===== src/rtl/adc_ring_pkg.sv =====
// Shared constants and read-side state encoding for the ADC sample ring controller.
package adc_ring_pkg;

    localparam int unsigned ADC_DW    = 12;
    localparam int unsigned ADC_AW    = 4;
    localparam int unsigned ADC_DEPTH = 1 << ADC_AW;

    typedef enum logic [1:0] {
        RD_EMPTY = 2'd0,
        RD_FETCH = 2'd1,
        RD_VALID = 2'd2
    } rd_state_e;

endpackage


===== src/rtl/adc_ring_ctrl.sv =====
// Circular-buffer controller between the ADC, the 12x16 two-port sample SRAM and a valid/ready consumer.
// Define ADC_RING_OVWR_EN to make a sample arriving on a full buffer overwrite the oldest entry.
module adc_ring_ctrl
    import adc_ring_pkg::*;
#(
    parameter int unsigned DW = ADC_DW,
    parameter int unsigned AW = ADC_AW
) (
    input  logic          CLK,
    input  logic          RST,
    input  logic [DW-1:0] S_DATA,
    input  logic          S_VALID,
    output logic [DW-1:0] M_DATA,
    output logic          M_VALID,
    input  logic          M_READY,
    output logic [AW:0]   OCC,
    output logic          OVERFLOW,
    input  logic          CLR_OVF,
    output logic [AW-1:0] WADDR,
    output logic [DW-1:0] WD,
    output logic          WEN,
    output logic [AW-1:0] RADDR,
    input  logic [DW-1:0] RD
);

    localparam logic [AW:0] FULL_CNT = {1'b1, {AW{1'b0}}};

    rd_state_e     state_q, state_d;
    logic [AW-1:0] wr_ptr_q, wr_ptr_d;
    logic [AW-1:0] rd_ptr_q, rd_ptr_d;
    logic [AW:0]   occ_q, occ_d;
    logic [DW-1:0] m_data_q, m_data_d;
    logic          m_valid_q, m_valid_d;
    logic          ovf_q, ovf_d;

    logic full, fetch_ok, fetch, wr_new, wr_ovwr;

    assign full = (occ_q == FULL_CNT);
    // A sample landing on a full buffer targets rd_ptr, so the fetch waits one cycle.
    assign fetch_ok = (occ_q != '0) && !(full && S_VALID);
    assign wr_new   = S_VALID && !full;
`ifdef ADC_RING_OVWR_EN
    assign wr_ovwr = S_VALID && full;
`else
    assign wr_ovwr = 1'b0;
`endif

    assign WEN      = !RST && (wr_new || wr_ovwr);
    assign WADDR    = wr_ptr_q;
    assign WD       = S_DATA;
    assign RADDR    = rd_ptr_q;
    assign M_DATA   = m_data_q;
    assign M_VALID  = m_valid_q;
    assign OCC      = occ_q;
    assign OVERFLOW = ovf_q;

    always_comb begin
        state_d   = state_q;
        fetch     = 1'b0;
        m_data_d  = m_data_q;
        m_valid_d = m_valid_q;
        unique case (state_q)
            RD_EMPTY: begin
                m_valid_d = 1'b0;
                if (fetch_ok) begin
                    fetch   = 1'b1;
                    state_d = RD_FETCH;
                end
            end
            RD_FETCH: begin
                m_data_d  = RD;
                m_valid_d = 1'b1;
                state_d   = RD_VALID;
            end
            RD_VALID: begin
                if (M_READY) begin
                    m_valid_d = 1'b0;
                    if (fetch_ok) begin
                        fetch   = 1'b1;
                        state_d = RD_FETCH;
                    end else begin
                        state_d = RD_EMPTY;
                    end
                end
            end
            default: begin
                m_valid_d = 1'b0;
                state_d   = RD_EMPTY;
            end
        endcase
    end

    always_comb begin
        wr_ptr_d = wr_ptr_q;
        rd_ptr_d = rd_ptr_q;
        occ_d    = occ_q;
        ovf_d    = ovf_q;
        if (wr_new || wr_ovwr) begin
            wr_ptr_d = wr_ptr_q + AW'(1);
        end
        if (fetch || wr_ovwr) begin
            rd_ptr_d = rd_ptr_q + AW'(1);
        end
        if (wr_new && !fetch) begin
            occ_d = occ_q + (AW+1)'(1);
        end else if (fetch && !wr_new) begin
            occ_d = occ_q - (AW+1)'(1);
        end
        if (S_VALID && full) begin
            ovf_d = 1'b1;
        end else if (CLR_OVF) begin
            ovf_d = 1'b0;
        end
    end

    always_ff @(posedge CLK) begin
        if (RST) begin
            state_q   <= RD_EMPTY;
            wr_ptr_q  <= '0;
            rd_ptr_q  <= '0;
            occ_q     <= '0;
            m_data_q  <= '0;
            m_valid_q <= 1'b0;
            ovf_q     <= 1'b0;
        end else begin
            state_q   <= state_d;
            wr_ptr_q  <= wr_ptr_d;
            rd_ptr_q  <= rd_ptr_d;
            occ_q     <= occ_d;
            m_data_q  <= m_data_d;
            m_valid_q <= m_valid_d;
            ovf_q     <= ovf_d;
        end
    end

endmodule


===== config.mk =====
export PLATFORM = sky130hd
export DESIGN_NAME = adc_ring_ctrl
export DESIGN_NICKNAME = d
export VERILOG_FILES = /design/src/rtl/adc_ring_pkg.sv /design/src/rtl/adc_ring_ctrl.sv
export SDC_FILE = /design/constraint.sdc
export NUM_CORES = 1
export LEC_CHECK = 0
export BUFFER_PORTS_ARGS = -buffer_cell sky130_fd_sc_hd__clkbuf_2
export CAP_MARGIN = 0
export CORE_ASPECT_RATIO = 1.25
export CORE_MARGIN = 2
export CORE_UTILIZATION = 44
export DETAILED_ROUTE_END_ITERATION = 10
export PLACE_DENSITY = 0.75
export SLEW_MARGIN = 20
export SYNTH_ARGS = -nofsm -noshare
export SYNTH_HDL_FRONTEND = slang
export SYNTH_SLANG_ARGS = --single-unit

===== constraint.sdc =====
create_clock -name CLK -period 3.4 [get_ports CLK]
set_clock_uncertainty 0.15 [all_clocks]
set_input_delay 0.17 -clock CLK [delete_from_list [all_inputs] [get_ports CLK]]
set_output_delay 0.17 -clock CLK [all_outputs]
set_load 0.05 [all_outputs]

# Word level (Yosys, flattened, before mapping)
# Cells that the tools add are included.
# word_totals
elab_cells,45
out_inout_bits,40
regBits,29
# op_classes
n_eq_ne,5
n_addsub,4
reduce_logical,16
mux,13
# op_table
operator,n
2-to-1 mux 5 bit,2
adder 4 x 1 -> 4 bit (second input constant),2
logical AND 1 bit,6
2-to-1 mux 1 bit,6
one-hot mux 2 bit (3 select lines),1
adder 5 x 1 -> 5 bit (second input constant),1
equality test 5 bit (second input constant),1
logical NOT 1 bit,5
nonzero test 5 bit,1
subtractor 5 x 1 -> 5 bit (second input constant),1
2-to-1 mux 2 bit,2
inequality test 2 bit (second input constant),2
one-hot mux 1 bit (2 select lines),2
nonzero test 2 bit,2
equality test 2 x 1 -> 1 bit (second input constant),1
equality test 2 bit (second input constant),1
logical NOT 2 bit,1
AND reduction 2 bit,1

# Depth between registers and ports, before layout
# Gate-level depths: netlist of run 1.
# logic_depth
word_depth,10
ltp_mapped,10
ltp_nobuf,10

# Least setup slack after synthesis of run 1
# No wires, ideal clock.
# synth_timing
kind,register -> register
start,"reg occ_q[0], in the netlist OCC[0]"
end,"reg occ_q[4], in the netlist OCC[4]"
period_less_slack_ns,2.902
setup_slack_ns,0.498
setup_time_ns,0.121
arrival_ns,2.631
required_time_ns,3.129
path_buffers,0
path_stages_with_launch,11
cell_sequence,dfxtp_1 -> nor4_2 -> a211oi_2 -> inv_2 -> ha_1 -> inv_1 -> ha_1 -> a21oi_1 -> a211oi_1 -> a31oi_1 -> mux2_2
# synth_via
elab_chain_cells,10
# synth_lines
item,line,source
start: declaration,adc_ring_ctrl.sv:31,"logic [AW:0] occ_q, occ_d;"
start signal: assignment,adc_ring_ctrl.sv:121,occ_q <= '0;
start signal: assignment,adc_ring_ctrl.sv:129,occ_q <= occ_d;
equality test 5 bit,adc_ring_ctrl.sv:38,assign full = (occ_q == FULL_CNT);
logical AND 1 bit,adc_ring_ctrl.sv:40,assign fetch_ok = (occ_q != '0) && !(full && S_VALID);
logical NOT 1 bit,adc_ring_ctrl.sv:40,
logical AND 1 bit,adc_ring_ctrl.sv:40,
2-to-1 mux 1 bit,"adc_ring_ctrl.sv:65, adc_ring_ctrl.sv:78",
2-to-1 mux 1 bit,adc_ring_ctrl.sv:76,if (M_READY) begin
one-hot mux 1 bit (2 select lines),adc_ring_ctrl.sv:62,unique case (state_q)
logical NOT 1 bit,adc_ring_ctrl.sv:104,if (wr_new && !fetch) begin
logical AND 1 bit,adc_ring_ctrl.sv:104,
2-to-1 mux 5 bit / nonzero test 2 bit (equally long branches),-,
# Parallel ways exist; a longest one is shown, timed or not. The select of a mux whose other input is x is not followed.
# A chain may end at the register's enable or synchronous reset.

# Worst setup path after layout of run 1
# Same ends and word-level chain as after synthesis.

==> impl_results.md, run 1 <==
* Number of top-level pins at 69
* Worst-path clk slew at 90 ps
* Total wirelength of the detailed-routed design at 2720 um
* Total number of yosys warnings at 0
* Endpoint type of the worst setup path: flop
* Routed wire length per instance at 11.19 um
* Critical path data arrival time at 3040 ps
* Synthesized-area fraction occupied by and/or/nand/nor cells at 18.77%
* Cells along the critical path: nor4_2 > a211oi_2 > inv_2 > ha_1 > inv_1 > ha_1 > a21oi_1 > a211oi_1 > a31oi_1 > mux2_2
* Cell total after placement at 221
* Cell seen most often among critical-path stages: sky130_fd_sc_hd__ha_1
* Total congestion overflow at 0
* Register bit count reported by yosys at 29
* Via density per instance at 4.848
* Hold Violations, Final at 0
* Final critical-path required period at 2969 ps
* Depth of the worst register-to-register path at 10
* TritonCTS clock tree: built
* Clock net sink count at 29
* Detailed Routing Iterations Pass 1 at 4
* Count of placed standard cells in the final layout, fillers left out at 243
* Number of global-route vias before repair at 1058
* DRC errors left at 0
* Maximum clock path buffer count at 2
* Cell family with the largest share of critical-path delay: compound AO/OA/AOI/OAI gates
* Slowest cell delay on critical path at 560 ps
* Via count at 1178
* Static leakage at 0.7643 nW
* Number of antenna diodes at 0
* Maximum operating frequency at 336.8 MHz
* Buffer cell driving the clock tree root: sky130_fd_sc_hd__clkbuf_4
* Area of the mapped netlist at 1346 sq um
* Unique masters post-synth at 28
* Area overhead of the layout relative to synthesis at 28.07%
* Count of port buffers added during placement at 44
* Required time at the endpoint of the critical path at 3470 ps
* Dominant combinational cell family by area after synthesis: simple AND/OR/NAND/NOR gates
* Number of enable-type register cells in the synthesized netlist at 0
* Number of standard cells after synthesis at 159
* RSZ-0062 raised after global routing: no
* Most common flop cell mapped by yosys: sky130_fd_sc_hd__dfxtp_1
* Wire length of the first global-routing pass at 4298 um
* Largest net degree at the start of global routing at 32
* Run status: complete, no violations
* Share of the clock period used by the worst path at 87.32%
* Area occupied by multi-input gates at 623.1 sq um
* Number of levels in the clock H-tree at 2
* Adder-Cell Fraction of Synth Area at 7.993%
* Commonest non-fill, non-tap cells in the layout: sky130_fd_sc_hd__clkbuf_2, sky130_fd_sc_hd__dfxtp_1, sky130_fd_sc_hd__nand2_1
* Portion of the post-synthesis area used by sequential elements at 43.12%
* Average cell area after synthesis at 8.467 sq um
* Number of nets in the synthesized netlist at 196
* Kind of critical path: flop to flop
* Pin slew with the least headroom to its limit at 861.8 ps
* Floorplan die area at 3521 sq um
* Estimated wirelength of the detail-placed design at 1874 um
* Placer congestion estimate at 0.8941
* Parity-gate share of the synthesized area counting xor and xnor cells at 4.554%
* Routed Antenna Nets at 0
* Layout cells sized above 1 at 26.57%
* Synth async-reset ratio at 0%
* Critical R2R Launch: OCC[0]
* Tightest slew margin relative to the limit at 42.43%
* Leading cell type in the layout, fill and taps excluded: sky130_fd_sc_hd__clkbuf_2
* Setup violators final at 0
* Worst setup SP type: flop
* Post-CTS Setup Bufs at 0
* Net total in the final layout at 243
* Buffering stage count on the worst path with inverters included at 2
* Worst R2R End: OCC[4]
* Area of the core at 2918 sq um
* Maximum ir drop on the vdd rail at 0.0006993 V
* Critical Path Fanout Max at 7
* Worst hold start: M_READY
* Biggest area contributors in the synthesized netlist: sky130_fd_sc_hd__dfxtp_1, sky130_fd_sc_hd__a21oi_1, sky130_fd_sc_hd__nand2_1, sky130_fd_sc_hd__buf_4, sky130_fd_sc_hd__ha_1
* Mux contribution to synthesized area at 1.580%
* Number of violations reported at the end of detailed-routing iteration 0 at 28
* Die Width at 53.48 um
* Die height at 65.85 um
* Power density over the cells at 914.0 nW/um^2
* Register-to-register path setup slack at 430 ps
* Cell with the largest stage delay on the worst path: sky130_fd_sc_hd__nor4_2
* Clock latency at the later pin of the worst-skew pair at 320 ps
* Top cell type's share of synthesized area at 43.12%
* Clock buffers created by TritonCTS at 5
* Global router's overall resource usage at 16.93%
* Std-Cell Rows at 22
* Destination of the worst hold path: state_q[1]
* Number of maximum-capacitance violations at 0
* Worst Hold Class: input port to flop
* Number of fill cells in the layout at 266
* Compound-gate portion of the synthesized area at 13.38%
* Pins Over Slew Limit at 0
* Number of instances on the worst hold path at 4
* Area taken by flip-flops and latches at 580.6 sq um
* Top cell type by total area after synthesis: sky130_fd_sc_hd__dfxtp_1
* Initial standard-cell utilization of the core at 46.14%
* Post-Route Setup TNS at 0 ps
* Antenna violations before repair at 0
[through the flow]
step	total power [mW]	area, sq um	hold slack (ps)	setup WS [ps]	utilization [%]
5_1_grt	1.699	1724	23.20	190.0	59.09
2_1_floorplan	1.159	1346	156.0	498.2	-
3_5_place_dp	1.279	1499	190.3	423.9	51.37
4_1_cts	1.594	1724	12.80	410.7	59.09
3_3_place_gp	1.275	1499	190.3	509.6	51.37
6_report	1.576	1724	28.00	431.1	59.09
[worst min-delay path: stages]
cell and delay (ps):
sky130_fd_sc_hd__clkbuf_2 80, sky130_fd_sc_hd__nor2b_1 60, sky130_fd_sc_hd__nand2b_1 70, sky130_fd_sc_hd__a21oi_1 70
[sequential cells by signal, summed over array words and instances (netlist names)]
register  flops
M_VALID       1
OVERFLOW      1
RADDR         4
state_q       2
OCC           5
M_DATA       12
WADDR         4
[repair_timing]
| item | 4_1_cts | 5_1_grt |
|---|---|---|
| setup endpoints to repair | 0 | 0 |
| hold endpoints to repair | 13 | 0 |
| hold buffers | 14 | 0 |
| gates resized for setup | 0 | 0 |
[worst max path at each step]
stage | cells after the start | slack [ps] | from | to
CTS | 10 | 410 | OCC[0] | OCC[4]
floorplan | 10 | 500 | OCC[0] | OCC[4]
global route | 10 | 190 | OCC[0] | OCC[4]
finish | 10 | 430 | OCC[0] | OCC[4]
detailed placement | 10 | 420 | OCC[0] | OCC[4]
global placement | 10 | 510 | OCC[0] | OCC[4]
[per-layer routing]
| metal | wire length (um) | track usage [%] |
|---|---|---|
| met1 | 1200 | 17.71 |
| met2 | 1240 | 28.55 |
| met3 | 233 | 6.787 |
| met4 | 46 | 8.333 |
| met5 | 0 | 0 |
[where the power goes]
part	switching (mW)	internal (mW)	total [mW]
clock network	0.113	0.176	0.288
registers	0.0691	0.420	0.489
logic	0.544	0.255	0.799
[kinds of logic after synthesis]
logic type,count (synthesis)
xor+xnor,7
simple gates,56
flops,29
buf+inv,26
mux,2
fa+ha+maj,8
compound gates,31
[cells in the mapped netlist (all sizes together), types with 3 or more instances]
library cell / number
dfxtp: 29
a211oi: 4
a21oi: 21
nand3: 3
nand2b: 3
inv: 8
ha: 7
nand2: 27
nor2b: 4
xnor2: 5
buf: 13
nor2: 14
clkbuf: 5
[layout make-up]
| cell class | instances | area share [%] |
|---|---|---|
| Inverter | 8 | 1.742 |
| Multi-Input combinational cell | 104 | 36.14 |
| Timing Repair Buffer | 58 | 20.90 |
| Clock inverter | 1 | 1.742 |
| Clock buffer | 7 | 3.193 |
| Tap cell | 36 | 2.612 |
| Sequential cell | 29 | 33.67 |
Power figures use the tool's default switching activity.
==> run 2, diff against run 1 <==
==> constraint.sdc (replaced) <==
create_clock -name CLK -period 3.4 [get_ports CLK]
set_clock_uncertainty 0.15 [all_clocks]
set_input_delay 0.51 -clock CLK [delete_from_list [all_inputs] [get_ports CLK]]
set_output_delay 0.51 -clock CLK [all_outputs]
set_load 0.05 [all_outputs]
==> run 2 against run 1 <==
Non-clock buffer count fell by 14. Die area is the same. Sequential power barely moved. Wire length down 2.9%. Clock power shrank 28%. Global-route usage rose by 0.52 points. Critical path depth is the same. Critical path type unchanged. Critical endpoint unchanged. Largest cell class unchanged. Largest power group unchanged. Highest routed layer unchanged.
==> impl_results.md, run 2 (synthesis results as in run 1) <==
* Run status: complete, no violations (unchanged)
* TritonCTS clock tree: built (unchanged)
* Area of the core at 2918 sq um (unchanged)
* Die Width at 53.48 um (unchanged)
* Buffer cell driving the clock tree root: sky130_fd_sc_hd__clkbuf_4 (unchanged)
* Register-to-register path setup slack at 410 ps (was 430 ps)
* Antenna violations before repair at 0 (unchanged)
* Count of port buffers added during placement at 44 (unchanged)
* Clock buffers created by TritonCTS at 5 (unchanged)
* Floorplan die area at 3521 sq um (unchanged)
* Critical R2R Launch: OCC[0] (unchanged)
* Number of fill cells in the layout at 312 (was 266)
* Cells along the critical path: nor4_2 > a211oi_2 > inv_2 > ha_1 > inv_1 > ha_1 > a21oi_1 > a211oi_1 > a31oi_1 > mux2_2 (unchanged)
* Std-Cell Rows at 22 (unchanged)
* Largest net degree at the start of global routing at 32 (unchanged)
* Setup violators final at 0 (unchanged)
* Global router's overall resource usage at 17.45% (was 16.93%)
* Pin slew with the least headroom to its limit at 841.6 ps (was 861.8 ps)
* Worst setup SP type: flop (unchanged)
* Routed wire length per instance at 11.58 um (was 11.19 um)
* Number of levels in the clock H-tree at 2 (unchanged)
* Number of maximum-capacitance violations at 0 (unchanged)
* Endpoint type of the worst setup path: flop (unchanged)
* Routed Antenna Nets at 0 (unchanged)
* Number of instances on the worst hold path at 3 (was 4)
* Worst hold start: RD[1] (was M_READY)
* Hold Violations, Final at 0 (unchanged)
* Wire length of the first global-routing pass at 4353 um (was 4298 um)
* Static leakage at 0.6942 nW (was 0.7643 nW)
* Slowest cell delay on critical path at 550 ps (was 560 ps)
* Share of the clock period used by the worst path at 87.84% (was 87.32%)
* Initial standard-cell utilization of the core at 46.14% (unchanged)
* Hold-fix buffers, CTS at 0 (was 14)
* Worst Hold Class: input port to flop (unchanged)
* Destination of the worst hold path: M_DATA[1] (was state_q[1])
* Area overhead of the layout relative to synthesis at 15.43% (was 28.07%)
* Leading cell type in the layout, fill and taps excluded: sky130_fd_sc_hd__clkbuf_2 (unchanged)
* Number of top-level pins at 69 (unchanged)
* Maximum ir drop on the vdd rail at 0.0006646 V (was 0.0006993 V)
* Estimated wirelength of the detail-placed design at 1946 um (was 1874 um)
* Critical Path Fanout Max at 7 (unchanged)
* Metal1 wirelength at 1116 um (was 1200 um)
* Worst-path clk slew at 90 ps (about the same)
* Post-place instance area at 1499 sq um (unchanged)
* Required time at the endpoint of the critical path at 3470 ps (about the same)
* Total congestion overflow at 0 (unchanged)
* Pins Over Slew Limit at 0 (unchanged)
* Tightest slew margin relative to the limit at 43.78% (was 42.43%)
* DR WL met2 at 1259 um (was 1240 um)
* Number of violations reported at the end of detailed-routing iteration 0 at 18 (was 28)
* WL met3 at 222 um (was 233 um)
* Cell with the largest stage delay on the worst path: sky130_fd_sc_hd__nor4_2 (unchanged)
* Total wirelength of the detailed-routed design at 2641 um (was 2720 um)
* Clock latency at the later pin of the worst-skew pair at 330 ps (was 320 ps)
* Maximum clock path buffer count at 2 (unchanged)
* RSZ-0062 raised after global routing: no (unchanged)
* Clock net sink count at 29 (unchanged)
* Detailed Routing Iterations Pass 1 at 4 (unchanged)
* Depth of the worst register-to-register path at 10 (unchanged)
* Commonest non-fill, non-tap cells in the layout: sky130_fd_sc_hd__clkbuf_2, sky130_fd_sc_hd__dfxtp_1, sky130_fd_sc_hd__nand2_1 (unchanged)
* Layout cells sized above 1 at 28.13% (was 26.57%)
* Number of instances resized during post-cts repair at 0 (unchanged)
* DRC errors left at 0 (unchanged)
* Via density per instance at 4.904 (was 4.848)
* Post-CTS Setup Bufs at 0 (unchanged)
* Maximum operating frequency at 334.8 MHz (was 336.8 MHz)
* Placer congestion estimate at 0.8465 (was 0.8941)
* Final critical-path required period at 2987 ps (was 2969 ps)
* Flip-flop count of the largest register, all copies and words added at 12 (unchanged)
* Die height at 65.85 um (unchanged)
* Net total in the final layout at 229 (was 243)
* Number of global-route vias before repair at 1039 (was 1058)
* Final cell area excluding filler cells at 1554 sq um (was 1724 sq um)
* Worst R2R End: OCC[4] (unchanged)
* Post-Route Setup TNS at 0 ps (unchanged)
* Kind of critical path: flop to flop (unchanged)
* Cell seen most often among critical-path stages: sky130_fd_sc_hd__ha_1 (unchanged)
* Number of antenna diodes at 0 (unchanged)
* Critical path data arrival time at 3060 ps (was 3040 ps)
* Highest signal layer in the routed design: met4 (unchanged)
* Via count at 1118 (was 1178)
* Power density over the cells at 958.4 nW/um^2 (was 914.0 nW/um^2)
==> run 2: changes by cell type in the layout (fill, tap and decap cells not counted), sizes merged <==
| cell | before | now |
|---|---|---|
| bufinv | 1 | 0 |
| dlygate4sd3 | 14 | 0 |
==> run 2: area by class of cell <==
class | count | area [sq um] | area share, %
clock buffers | 7 | 55.05 | 3.543
inverters | 8 | 30.03 | 1.932
multi-input cells | 104 | 623.1 | 40.10
flip-flops and latches | 29 | 580.6 | 37.36
well taps | 36 | 45.04 | 2.899
repair buffers | 44 | 220.2 | 14.17
==> run 2: layer usage <==
metal / vias up / global-route usage [%]
li1: 580 / -
met1: 489 / 19.31
met2: 44 / 28.55
met3: 5 / 5.204
met4: 0 / 10.58
met5: - / 0
==> run 2: worst max path at each step <==
stage                     startpoint      to  cells past startpoint  slack [ps]
final                         OCC[0]  OCC[4]                     10         410
after global placement       S_VALID  OCC[4]                     11         510
after floorplan               OCC[0]  OCC[4]                     10         500
after detailed placement     S_VALID  OCC[4]                     11         440
after CTS                     OCC[0]  OCC[4]                     10         450
after global routing          OCC[0]  OCC[4]                     10         220
==> run 2: power by group <==
part | switching, mW | internal, mW
combinational | 0.548 | 0.245
sequential | 0.0696 | 0.420
clock | 0.110 | 0.0973
total | 0.728 | 0.762
==> run 2: through the flow <==
step	utilization [%]	power, mW	std cells	hold WS (ps)	setup slack (ps)
after detailed placement	51.37	1.289	221	295.6	436.9
after floorplan	-	1.159	159	380.6	498.2
after global routing	53.26	1.605	228	237.1	221.6
final	53.26	1.489	228	244.1	413.4
after CTS	53.26	1.506	228	217.0	445.7
after global placement	51.37	1.276	221	292.6	506.9
==> run 2: critical path, delay by kind of cell, from the launching register on <==
kind / cells / cell delay (ps)
simple gates: 1 / 550
flops: 1 / 360
fa+ha+maj: 2 / 550
mux: 1 / 340
buf+inv: 2 / 260
compound gates: 4 / 670
==> run 3, diff against run 2 <==
Settings changed: ABC_AREA set to 1, CORE_UTILIZATION 44 to 45.
==> run 3 against run 2 <==
Die area is 3.2% higher. First-iteration DRC count fell by 56%. Sequential share of layout area down 1.9 points. Sequential cell count unchanged. Maximum frequency is 31% higher. Area after synthesis increased by 5.8%. Hold slack improved by 59 ps. Wire length grew 2.2%. Design area grew 5.4%. Synthesized cell count is 18% higher. Critical endpoint unchanged.
==> impl_results.md, run 3 <==
* Run status: complete, no violations (unchanged)
* Post-CTS Setup Bufs at 0 (unchanged)
* Critical path data arrival time at 2380 ps (was 3060 ps)
* Kind of critical path: flop to flop (unchanged)
* Register-to-register path setup slack at 1120 ps (was 410 ps)
* Number of enable-type register cells in the synthesized netlist at 0 (unchanged)
* Maximum ir drop on the vdd rail at 0.0005407 V (was 0.0006646 V)
* Cell total after placement at 251 (was 221)
* Worst setup SP type: flop (unchanged)
* Routed Antenna Nets at 0 (unchanged)
* Most common flop cell mapped by yosys: sky130_fd_sc_hd__dfxtp_1 (unchanged)
* Area overhead of the layout relative to synthesis at 15.03% (was 15.43%)
* Synth async-reset ratio at 0% (unchanged)
* Number of levels in the clock H-tree at 2 (unchanged)
* Area of the mapped netlist at 1424 sq um (was 1346 sq um)
* Share of the clock period used by the worst path at 67.11% (was 87.84%)
* Compound-gate portion of the synthesized area at 11.60% (was 13.38%)
* Parity-gate share of the synthesized area counting xor and xnor cells at 4.306% (was 4.554%)
* Worst-path clk slew at 80 ps (was 90 ps)
* Area occupied by multi-input gates at 663.1 sq um (was 623.1 sq um)
* Global router's overall resource usage at 16.52% (was 17.45%)
* Portion of the post-synthesis area used by sequential elements at 40.77% (was 43.12%)
* Routed wire length per instance at 10.46 um (was 11.58 um)
* Estimated wirelength of the detail-placed design at 2074 um (was 1946 um)
* Combinational power share at 56.6% (was 53.2%)
* Fraction of power consumed by the clock network at 12.1% (was 13.9%)
* TritonCTS clock tree: built (unchanged)
* Register bit count reported by yosys at 29 (unchanged)
* Biggest area contributors in the synthesized netlist: sky130_fd_sc_hd__dfxtp_1, sky130_fd_sc_hd__nor2_1, sky130_fd_sc_hd__o21ai_0, sky130_fd_sc_hd__buf_4, sky130_fd_sc_hd__ha_1 (was sky130_fd_sc_hd__dfxtp_1, sky130_fd_sc_hd__a21oi_1, sky130_fd_sc_hd__nand2_1, sky130_fd_sc_hd__buf_4, sky130_fd_sc_hd__ha_1)
* Number of violations reported at the end of detailed-routing iteration 0 at 8 (was 18)
* Top cell type by total area after synthesis: sky130_fd_sc_hd__dfxtp_1 (unchanged)
* Layout cells sized above 1 at 25.68% (was 28.13%)
* Tightest slew margin relative to the limit at 68.29% (was 43.78%)
* Pin slew with the least headroom to its limit at 475.2 ps (was 841.6 ps)
* Net total in the final layout at 259 (was 229)
* Via density per instance at 4.791 (was 4.904)
* Floorplan die area at 3633 sq um (was 3521 sq um)
* DRC errors left at 0 (unchanged)
* Die height at 66.89 um (was 65.85 um)
* Post-Route Setup TNS at 0 ps (unchanged)
* Unique masters post-synth at 22 (was 28)
* Commonest non-fill, non-tap cells in the layout: sky130_fd_sc_hd__clkbuf_2, sky130_fd_sc_hd__nor2_1, sky130_fd_sc_hd__dfxtp_1 (was sky130_fd_sc_hd__clkbuf_2, sky130_fd_sc_hd__dfxtp_1, sky130_fd_sc_hd__nand2_1)
* Std-Cell Rows at 22 (unchanged)
* Commonest cells post-synth: sky130_fd_sc_hd__nor2_1, sky130_fd_sc_hd__dfxtp_1, sky130_fd_sc_hd__nand2_1 (was sky130_fd_sc_hd__dfxtp_1, sky130_fd_sc_hd__nand2_1, sky130_fd_sc_hd__a21oi_1)
* Clock net sink count at 29 (unchanged)
* Sw frac at 51.79% (was 48.86%)
* Critical Path Fanout Max at 7 (unchanged)
* Clock latency at the later pin of the worst-skew pair at 310 ps (was 330 ps)
* Total congestion overflow at 0 (unchanged)
* Required time at the endpoint of the critical path at 3500 ps (was 3470 ps)
* Area taken by flip-flops and latches at 580.6 sq um (unchanged)
* Maximum operating frequency at 438.3 MHz (was 334.8 MHz)
* Number of fill cells in the layout at 309 (was 312)
* Number of standard cells after synthesis at 187 (was 159)
* Total wirelength of the detailed-routed design at 2698 um (was 2641 um)
* Worst Hold Class: input port to flop (unchanged)
* Mux contribution to synthesized area at 0% (was 1.580%)
* Number of maximum-capacitance violations at 0 (unchanged)
* Flip-flop count of the largest register, all copies and words added at 12 (unchanged)
* Via count at 1236 (was 1118)
* Count of port buffers added during placement at 44 (unchanged)
* Dominant combinational cell family by area after synthesis: simple AND/OR/NAND/NOR gates (unchanged)
* Final critical-path required period at 2282 ps (was 2987 ps)
* Number of global-route vias before repair at 1091 (was 1039)
* Area of the core at 2973 sq um (was 2918 sq um)
* Library cell with the highest instance count after synthesis: sky130_fd_sc_hd__nor2_1 (was sky130_fd_sc_hd__dfxtp_1)
* Wire length of the first global-routing pass at 4388 um (was 4353 um)
* Hold Violations, Final at 0 (unchanged)
* Leading cell type in the layout, fill and taps excluded: sky130_fd_sc_hd__clkbuf_2 (unchanged)
* Number of nets in the synthesized netlist at 224 (was 196)
* RSZ-0062 raised after global routing: no (unchanged)
* Initial standard-cell utilization of the core at 47.90% (was 46.14%)
* Endpoint type of the worst setup path: flop (unchanged)
* Maximum clock path buffer count at 2 (unchanged)
* Pins Over Slew Limit at 0 (unchanged)
* Largest net degree at the start of global routing at 20 (was 32)
* Hold-fix buffers, CTS at 0 (unchanged)
* Seq pwr share at 31.3% (was 32.9%)
* Average cell area after synthesis at 7.614 sq um (was 8.467 sq um)
* Switching power summed over all nets at 0.8717 mW (was 0.7276 mW)
* Adder-Cell Fraction of Synth Area at 7.557% (was 7.993%)
* Top cell type's share of synthesized area at 40.77% (was 43.12%)
* Clock buffers created by TritonCTS at 5 (unchanged)
* Die Width at 54.31 um (was 53.48 um)
* Buffer cell driving the clock tree root: sky130_fd_sc_hd__clkbuf_4 (unchanged)
* Synthesized-area fraction occupied by and/or/nand/nor cells at 23.11% (was 18.77%)
* Detailed Routing Iterations Pass 1 at 4 (unchanged)
* Static leakage at 0.8349 nW (was 0.6942 nW)
* Antenna violations before repair at 0 (unchanged)
* Post-place instance area at 1583 sq um (was 1499 sq um)
* Count of placed standard cells in the final layout, fillers left out at 258 (was 228)
* Placer congestion estimate at 0.8351 (was 0.8465)
* Number of top-level pins at 69 (unchanged)
* Power density over the cells at 1028 nW/um^2 (was 958.4 nW/um^2)
* Total number of yosys warnings at 0 (unchanged)
* Setup violators final at 0 (unchanged)
* Number of antenna diodes at 0 (unchanged)
* Number of instances resized during post-cts repair at 0 (unchanged)
* Final cell area excluding filler cells at 1638 sq um (was 1554 sq um)
* Cell-internal power at 0.8113 mW (was 0.7617 mW)
[run 3: changes by cell type after synthesis, sizes merged, moves of 4 or more]
| cell | previous run | this run |
|---|---|---|
| a21oi | 21 | 10 |
| o21ai | 2 | 20 |
| inv | 8 | 19 |
| a211oi | 4 | 0 |
| nor2 | 14 | 43 |
| nand3 | 3 | 7 |
| nor2b | 4 | 0 |
[run 3: cells by family after synthesis]
kind of cell,Yosys count
simple gates,76
buf+inv,35
compound gates,32
flops,29
fa+ha+maj,8
xor+xnor,7
[run 3: per-layer routing]
metal / global-route usage, % / wire [um]
met3: 6.502 / 255
met5: 0 / 0
met1: 17.11 / 1142
met4: 7.187 / 47
met2: 28.46 / 1252
[run 3: path summary, 6_finish.rpt]
path | from | depth (start not counted) | end
hold / removal | RD[7] | 3 | M_DATA[7]
setup / recovery | OCC[0] | 13 | OCC[4]
hold reg to reg | state_q[1] | 1 | state_q[1]
setup reg to reg | OCC[0] | 13 | OCC[4]
[run 3: power groups by stage]
stage | logic, mW | clock network (mW) | registers, mW
4_1_cts | 0.962 | 0.216 | 0.528
5_1_grt | 1.07 | 0.230 | 0.546
3_5_place_dp | 0.959 | 0 | 0.535
6_report | 0.953 | 0.204 | 0.526
3_3_place_gp | 0.952 | 0 | 0.532
2_1_floorplan | 0.506 | 0 | 0.839
[run 3: critical path, stage by stage, from the launching register on]
cell and delay, ps:
sky130_fd_sc_hd__dfxtp_1 390, sky130_fd_sc_hd__nor2_4 150, sky130_fd_sc_hd__nand4_2 130, sky130_fd_sc_hd__nand2_2 140
sky130_fd_sc_hd__ha_1 260, sky130_fd_sc_hd__inv_1 120, sky130_fd_sc_hd__ha_1 340, sky130_fd_sc_hd__nand2_1 70
sky130_fd_sc_hd__nand2_1 60, sky130_fd_sc_hd__nor2_1 100, sky130_fd_sc_hd__nand2_1 60, sky130_fd_sc_hd__nand2_1 60
sky130_fd_sc_hd__nand2_1 50, sky130_fd_sc_hd__a21oi_1 130
[run 3: stage by stage]
stage	hold WS, ps	total power [mW]	util [%]	setup slack [ps]
floorplan	275.6	1.345	-	891.9
global placement	294.1	1.484	53.24	961.9
detailed placement	306.9	1.495	53.24	916.3
CTS	284.1	1.706	55.09	1097
global route	293.4	1.847	55.09	872.6
finish	302.9	1.683	55.09	1118
[run 3: layout make-up]
class                      count  area share [%]
multi-input combinational    123           40.49
sequential                    29           35.45
timing repair buffer          44           13.45
inverter                      19           4.507
clock buffer                   7           3.361
tap                           36           2.750
